## src/rtl/x1_hazard_ctl_pkg.sv

```systemverilog
// Shared constants and types for the X1 hazard controller.
package x1_hazard_ctl_pkg;

    localparam int unsigned DATA_W              = 32;
    localparam int unsigned REG_W               = 5;
    localparam int unsigned DIV_CNT_W           = 6;
    localparam int unsigned DIV_LATENCY_DEFAULT = 32;

    // Architectural zero register: never a forwarding target.
    localparam logic [REG_W-1:0] REG_ZERO = 5'd0;

    // Writeback tuple presented by one downstream stage.
    typedef struct packed {
        logic              reg_write;
        logic [REG_W-1:0]  rd;
        logic              ready;
        logic [DATA_W-1:0] result;
    } stage_t;

    // Source chosen for one forwarded operand.
    typedef enum logic [1:0] {
        FWD_RF = 2'd0,
        FWD_W1 = 2'd1,
        FWD_M1 = 2'd2,
        FWD_X2 = 2'd3
    } fwd_src_e;

    // A stage supplies an operand when it writes a nonzero source register.
    function automatic logic stage_hit(input stage_t s, input logic [REG_W-1:0] src);
        return s.reg_write && (s.rd == src) && (src != REG_ZERO);
    endfunction

endpackage

```

## src/rtl/x1_hazard_ctl_fwd_select.sv

```systemverilog
// Per-operand bypass selection and read-after-write hazard detection.
module x1_hazard_ctl_fwd_select
    import x1_hazard_ctl_pkg::*;
(
    input  logic [REG_W-1:0]  i_src,
    input  logic              i_need,
    input  stage_t            i_x2,
    input  stage_t            i_m1,
    input  stage_t            i_w1,
    input  logic [DATA_W-1:0] i_rf_data,
    output logic [DATA_W-1:0] o_fwd_data_c,
    output logic              o_hazard_c
);

    fwd_src_e w_sel;

    // Youngest matching stage wins: X2, then M1, then W1, else register file.
    always_comb begin
        w_sel = FWD_RF;
        if (stage_hit(i_x2, i_src)) begin
            w_sel = FWD_X2;
        end else if (stage_hit(i_m1, i_src)) begin
            w_sel = FWD_M1;
        end else if (stage_hit(i_w1, i_src)) begin
            w_sel = FWD_W1;
        end
    end

    // Data mux plus hazard when the chosen producer has no result yet.
    always_comb begin
        o_fwd_data_c = i_rf_data;
        o_hazard_c   = 1'b0;
        case (w_sel)
            FWD_X2: begin
                o_fwd_data_c = i_x2.result;
                o_hazard_c   = i_need & ~i_x2.ready;
            end
            FWD_M1: begin
                o_fwd_data_c = i_m1.result;
                o_hazard_c   = i_need & ~i_m1.ready;
            end
            FWD_W1: begin
                o_fwd_data_c = i_w1.result;
                o_hazard_c   = i_need & ~i_w1.ready;
            end
            default: begin
                o_fwd_data_c = i_rf_data;
                o_hazard_c   = 1'b0;
            end
        endcase
    end

endmodule

```

## src/rtl/x1_hazard_ctl.sv

```systemverilog
// X1 stage stall/flush/issue control, operand forwarding, divide interlock
// and saturating stall-cycle counter.
module x1_hazard_ctl
    import x1_hazard_ctl_pkg::*;
#(
    parameter int unsigned DIV_LATENCY = DIV_LATENCY_DEFAULT,
    parameter int unsigned STALL_CNT_W = 32
) (
    input  logic                   clock,
    input  logic                   reset,
    input  logic                   X1_Issued,
    input  logic [REG_W-1:0]       X1_Rs,
    input  logic [REG_W-1:0]       X1_Rt,
    input  logic                   X1_NeedRs,
    input  logic                   X1_NeedRt,
    input  logic [DATA_W-1:0]      X1_ReadData1,
    input  logic [DATA_W-1:0]      X1_ReadData2,
    input  logic                   X1_HiRead,
    input  logic                   X1_LoRead,
    input  logic                   X1_DivStart,
    input  logic                   X2_RegWrite,
    input  logic                   M1_RegWrite,
    input  logic                   W1_RegWrite,
    input  logic [REG_W-1:0]       X2_Rd,
    input  logic [REG_W-1:0]       M1_Rd,
    input  logic [REG_W-1:0]       W1_Rd,
    input  logic                   X2_Ready,
    input  logic                   M1_Ready,
    input  logic [DATA_W-1:0]      X2_Result,
    input  logic [DATA_W-1:0]      M1_Result,
    input  logic [DATA_W-1:0]      W1_Result,
    input  logic                   M1_Stall,
    input  logic                   W1_Exception,
    output logic                   X1_Stall,
    output logic                   X1_Flush,
    output logic                   X1_Issue,
    output logic [DATA_W-1:0]      X1_ReadData1_Fwd,
    output logic [DATA_W-1:0]      X1_ReadData2_Fwd,
    output logic                   X1_DivBusy,
    output logic [STALL_CNT_W-1:0] X1_StallCount
);

    stage_t                 w_x2;
    stage_t                 w_m1;
    stage_t                 w_w1;
    logic                   w_haz_rs;
    logic                   w_haz_rt;
    logic                   w_div_busy;
    logic                   w_div_haz;
    logic                   w_stall;
    logic                   w_flush;
    logic                   w_issue;
    logic [DIV_CNT_W-1:0]   r_div_cnt;
    logic [STALL_CNT_W-1:0] r_stall_cnt;

    // Bundle the stage tuples; W1 results are always valid.
    assign w_x2 = {X2_RegWrite, X2_Rd, X2_Ready, X2_Result};
    assign w_m1 = {M1_RegWrite, M1_Rd, M1_Ready, M1_Result};
    assign w_w1 = {W1_RegWrite, W1_Rd, 1'b1,     W1_Result};

    x1_hazard_ctl_fwd_select u_fwd_rs (
        .i_src        (X1_Rs),
        .i_need       (X1_NeedRs),
        .i_x2         (w_x2),
        .i_m1         (w_m1),
        .i_w1         (w_w1),
        .i_rf_data    (X1_ReadData1),
        .o_fwd_data_c (X1_ReadData1_Fwd),
        .o_hazard_c   (w_haz_rs)
    );

    x1_hazard_ctl_fwd_select u_fwd_rt (
        .i_src        (X1_Rt),
        .i_need       (X1_NeedRt),
        .i_x2         (w_x2),
        .i_m1         (w_m1),
        .i_w1         (w_w1),
        .i_rf_data    (X1_ReadData2),
        .o_fwd_data_c (X1_ReadData2_Fwd),
        .o_hazard_c   (w_haz_rt)
    );

    // HI/LO access or a new divide must wait for the divider to drain.
    assign w_div_busy = (r_div_cnt != '0);
    assign w_div_haz  = X1_Issued & w_div_busy & (X1_HiRead | X1_LoRead | X1_DivStart);

    // Flush overrides every stall source; downstream stall holds X1 even when empty.
    always_comb begin
        w_flush = W1_Exception;
        w_stall = ~reset & ~W1_Exception &
                  ((X1_Issued & (w_haz_rs | w_haz_rt | w_div_haz)) | M1_Stall);
        w_issue = X1_Issued & ~w_stall & ~w_flush;
    end

    assign X1_Stall      = w_stall;
    assign X1_Flush      = w_flush;
    assign X1_Issue      = w_issue;
    assign X1_DivBusy    = w_div_busy;
    assign X1_StallCount = r_stall_cnt;

    // Divider occupancy: load on an issued divide, otherwise count down; flush does not cancel it.
    always_ff @(posedge clock) begin
        if (reset) begin
            r_div_cnt <= '0;
        end else if (X1_DivStart && w_issue) begin
            r_div_cnt <= DIV_CNT_W'(DIV_LATENCY);
        end else if (w_div_busy) begin
            r_div_cnt <= r_div_cnt - DIV_CNT_W'(1);
        end
    end

    // Saturating count of stalled cycles.
    always_ff @(posedge clock) begin
        if (reset) begin
            r_stall_cnt <= '0;
        end else if (w_stall && (r_stall_cnt != '1)) begin
            r_stall_cnt <= r_stall_cnt + STALL_CNT_W'(1);
        end
    end

endmodule

```

## config.mk

```make
export PLATFORM = sky130hd
export DESIGN_NAME = x1_hazard_ctl
export DESIGN_NICKNAME = d
export VERILOG_FILES = /design/src/rtl/x1_hazard_ctl_pkg.sv /design/src/rtl/x1_hazard_ctl_fwd_select.sv /design/src/rtl/x1_hazard_ctl.sv
export SDC_FILE = /design/constraint.sdc
export NUM_CORES = 1
export LEC_CHECK = 0
export BUFFER_PORTS_ARGS = -buffer_cell sky130_fd_sc_hd__buf_2
export CAP_MARGIN = 5
export CORE_AREA = 2 2 116 118
export CTS_CLUSTER_DIAMETER = 30
export DETAILED_ROUTE_END_ITERATION = 10
export DIE_AREA = 0 0 118 120
export PLACE_DENSITY_LB_ADDON = 0.3
export SYNTH_ARGS = -nofsm -noshare
export SYNTH_HDL_FRONTEND = slang
export SYNTH_SLANG_ARGS = --single-unit
```

## constraint.sdc

```tcl
create_clock -name clock -period 3.8 [get_ports clock]
set_input_delay 0.76 -clock clock [delete_from_list [all_inputs] [get_ports clock]]
set_output_delay 0.76 -clock clock [all_outputs]
set_load 0.02 [all_outputs]
```

==> key figures <==
Place
  – GPL Wtd Cong: 0.966
  – DP Area: 5490 µm²
  – PortBufs: 299
  – Placed cells: 984
  – Detailed Place HPWL: 15.7 mm

Status
  – Status: complete, no violations

Logic synthesis
  – Syn_nets: 746
  – Distinct cells, synth: 51
  – Synth Warn #: 0
  – EDFF count, synth: 0
  – Cells after Synth: 544
  – Post-Syn Area: 3770 µm²
  – Number of synthesized register bits: 38
  – Post-synth ARST share: 0%
  – Sequential fraction of the synthesis area: 20.2%
  – Prevailing post-synth register cell: dfxtp_1
  – Avg Synthesized Cell Area: 6.92 µm²

Pwr
  – Leak: 2.46 nW
  – Cell Pwr Density: 304 nW/µm²
  – Peak supply drop: 0.265 mV

Layout
  – Fillers: 1,428
  – Filler-free cell count of the finished design: 997
  – Register area: 761 µm²
  – Most frequent cells in the layout: 299 x buf_2, 124 x o22ai_1, 94 x a21oi_1
  – Commonest non-fill, non-tap cell in the layout: buf_2
  – Fraction of layout cells with a size suffix above 1: 40.9%
  – Nets: 1,017
  – Multi-input logic area: 2760 µm²
  – Area grow syn2layout: 51.4%
  – Cell area after layout: 5700 µm²

STA
  – # setup viols final: 0
  – Setup TNS: 0 ns
  – Slew headroom: 56.9%
  – RSZ-0062 raised after global routing: no
  – Slew @ Worst Pin: 0.647 ns
  – Clock skew: 0.00869 ns
  – Period utilisation layout: 94.8%
  – Worst hold margin: 0.480 ns
  – Fmax: 278 MHz
  – Slew Viols, Final: 0
  – Fin. Hold Viols: 0
  – Fin crit period: 3.60 ns

Clock network
  – Cts repair resizes: 0
  – H-tree Lvls: 2
  – Hold_buf cts: 0
  – Worst-Skew Late Latency: 0.28 ns
  – Clock Pin Slew Worst Setup and Hold Paths: 0.06 ns
  – Post-CTS setup buffers: 0
  – CTS root buf: clkbuf_16
  – CTS tree: yes
  – Number of buffers created by CTS: 5
  – CTS sink cnt: 38
  – CTS Buffer Depth: 2

Drt
  – Post-DRT Antenna Nets: 0
  – Via count: 5,699
  – DR pass1 iterations: 6
  – Via density: 5.72
  – Routed wire length: 19.4 mm
  – Drc violations: 0
  – Wire per inst: 19.5 µm
  – Initial DRC Count: 539

Worst hold path
  – Number of cells on the worst hold path: 2
  – Worst hold path class: flip-flop to flip-flop
  – Hold Crit Start: r_div_cnt[0]
  – Worst hold path endpoint: r_div_cnt[0]

Global route
  – Grt total ovfl: 0
  – Vias in the first global route: 5,265
  – Initial antenna violation count: 6
  – M1 GR Usage: 31.8%
  – GRT busiest layer: met2
  – GRT met2 Usage: 43.9%
  – Gr usage total: 25.8%
  – Largest net degree at the start of global routing: 65
  – GR Layer Usage met3: 4.80%
  – First-pass GRT wire length: 28.9 mm

Setup path
  – Req. time, crit path: 3.04 ns
  – Worst R2R Setup Slack: 0.78 ns
  – Worst setup SP type: primary input
  – Worst reg2reg endpoint: X1_StallCount[13]
  – CP Max Fanout: 32
  – Worst r2r src: r_div_cnt[0]
  – Critical path type: primary input to output port
  – R2R cell count: 11
  – Crit. End Element: output port
  – Worst EP arrival: 2.84 ns

Floorplan
  – Io pins: 300
  – Die Y: 120 µm
  – Total Die Area: 14,200 µm²
  – CORE AREA: 13,000 µm²
  – Starting density of the core: 29.0%
  – Num rows: 42
  – DIE WIDTH: 118 µm

Job
  – Max cap viols: 0
-- worst max path at each step --
stage | start | endpoint | depth (start not counted)
after floorplan | X1_Rt[3] | X1_ReadData2_Fwd[0] | 7
after global placement | X1_Rt[3] | X1_ReadData2_Fwd[6] | 10
after detailed placement | X1_Rt[3] | X1_ReadData2_Fwd[6] | 10
after CTS | X1_Rt[3] | X1_ReadData2_Fwd[6] | 10
after global routing | r_div_cnt[0] | X1_Issue | 10
final | X1_Rt[3] | X1_ReadData2_Fwd[6] | 10
-- critical path: stages --
cell and delay, ns:
buf_2 0.13, or4_1 0.58, o211ai_1 0.24, nor2_1 0.07, nand2_1 0.15, nand2b_1 0.12
buf_12 0.18, o22ai_1 0.25, a21oi_1 0.17, buf_2 0.19
-- flip-flops by register name, indices dropped and copies added (netlist names) --
name           cells
X1_StallCount     32
r_div_cnt          6
-- power by group --
part / switching, mW / internal (mW) / leakage, nW
Combinational: 0.433 / 0.301 / 2.06
Sequential: 0.0238 / 0.428 / 0.307
Clock: 0.167 / 0.377 / 0.0940
-- layout make-up --
type | instances | area share, %
repair buffers | 315 | 30.1
inverters | 9 | 0.593
flip-flops and latches | 38 | 13.3
clock buffers | 5 | 2.19
diodes | 5 | 0.219
multi-input cells | 446 | 48.5
clock inverters | 3 | 1.21
well taps | 176 | 3.86
-- cells in the mapped netlist (3+ instances only) --
library cell | instances | share of area (%)
or3_1 | 14 | 2.3
o21ai_0 | 14 | 1.9
a21oi_1 | 94 | 12
o22ai_1 | 124 | 21
dfxtp_1 | 38 | 20
nand3b_1 | 3 | 0.60
nor2_1 | 17 | 1.7
o41ai_1 | 4 | 0.93
mux2i_1 | 3 | 0.80
nand3_1 | 19 | 2.5
xnor2_1 | 23 | 5.3
or4_1 | 19 | 3.8
and3_1 | 6 | 1.0
nand4_1 | 12 | 2.0
and2_1 | 3 | 0.50
nor3_1 | 9 | 1.2
clkbuf_1 | 37 | 3.7
or2_2 | 3 | 0.50
buf_1 | 7 | 0.70
nand2_1 | 18 | 1.8
o211ai_1 | 3 | 0.60
o31ai_1 | 15 | 3.0
o311ai_0 | 3 | 0.70
xor2_1 | 9 | 2.1
buf_2 | 5 | 0.66
inv_1 | 9 | 0.90
-- metrics by stage --
step	setup WS, ns	total power, mW	utilization (%)
finish	0.198	1.73	43.9
global route	0.0281	1.83	43.9
CTS	0.160	1.74	43.8
detailed placement	0.166	1.19	42.3
global placement	0.170	1.19	42.3
floorplan	0.367	0.877	-
-- logic make-up (layout without fill, tap and decap cells) --
kind of cell | Yosys count | count (layout) | share of synthesized area, %
other | 0 | 5 | 0
buffers and inverters | 60 | 332 | 6.45
flip-flops | 38 | 38 | 20.2
adder cells (fa/ha/maj) | 2 | 2 | 0.664
AO/OA/AOI/OAI | 268 | 268 | 42.8
multiplexers | 4 | 4 | 1.10
AND/OR/NAND/NOR | 140 | 140 | 21.4
XOR/XNOR | 32 | 32 | 7.44
-- layer usage --
layer,share of wire (%),vias up
met5,0,-
li1,-,2723
met2,49,311
met3,7.8,48
met1,39,2617
met4,4.0,0
Note: power is estimated with default switching activity, not from simulation.
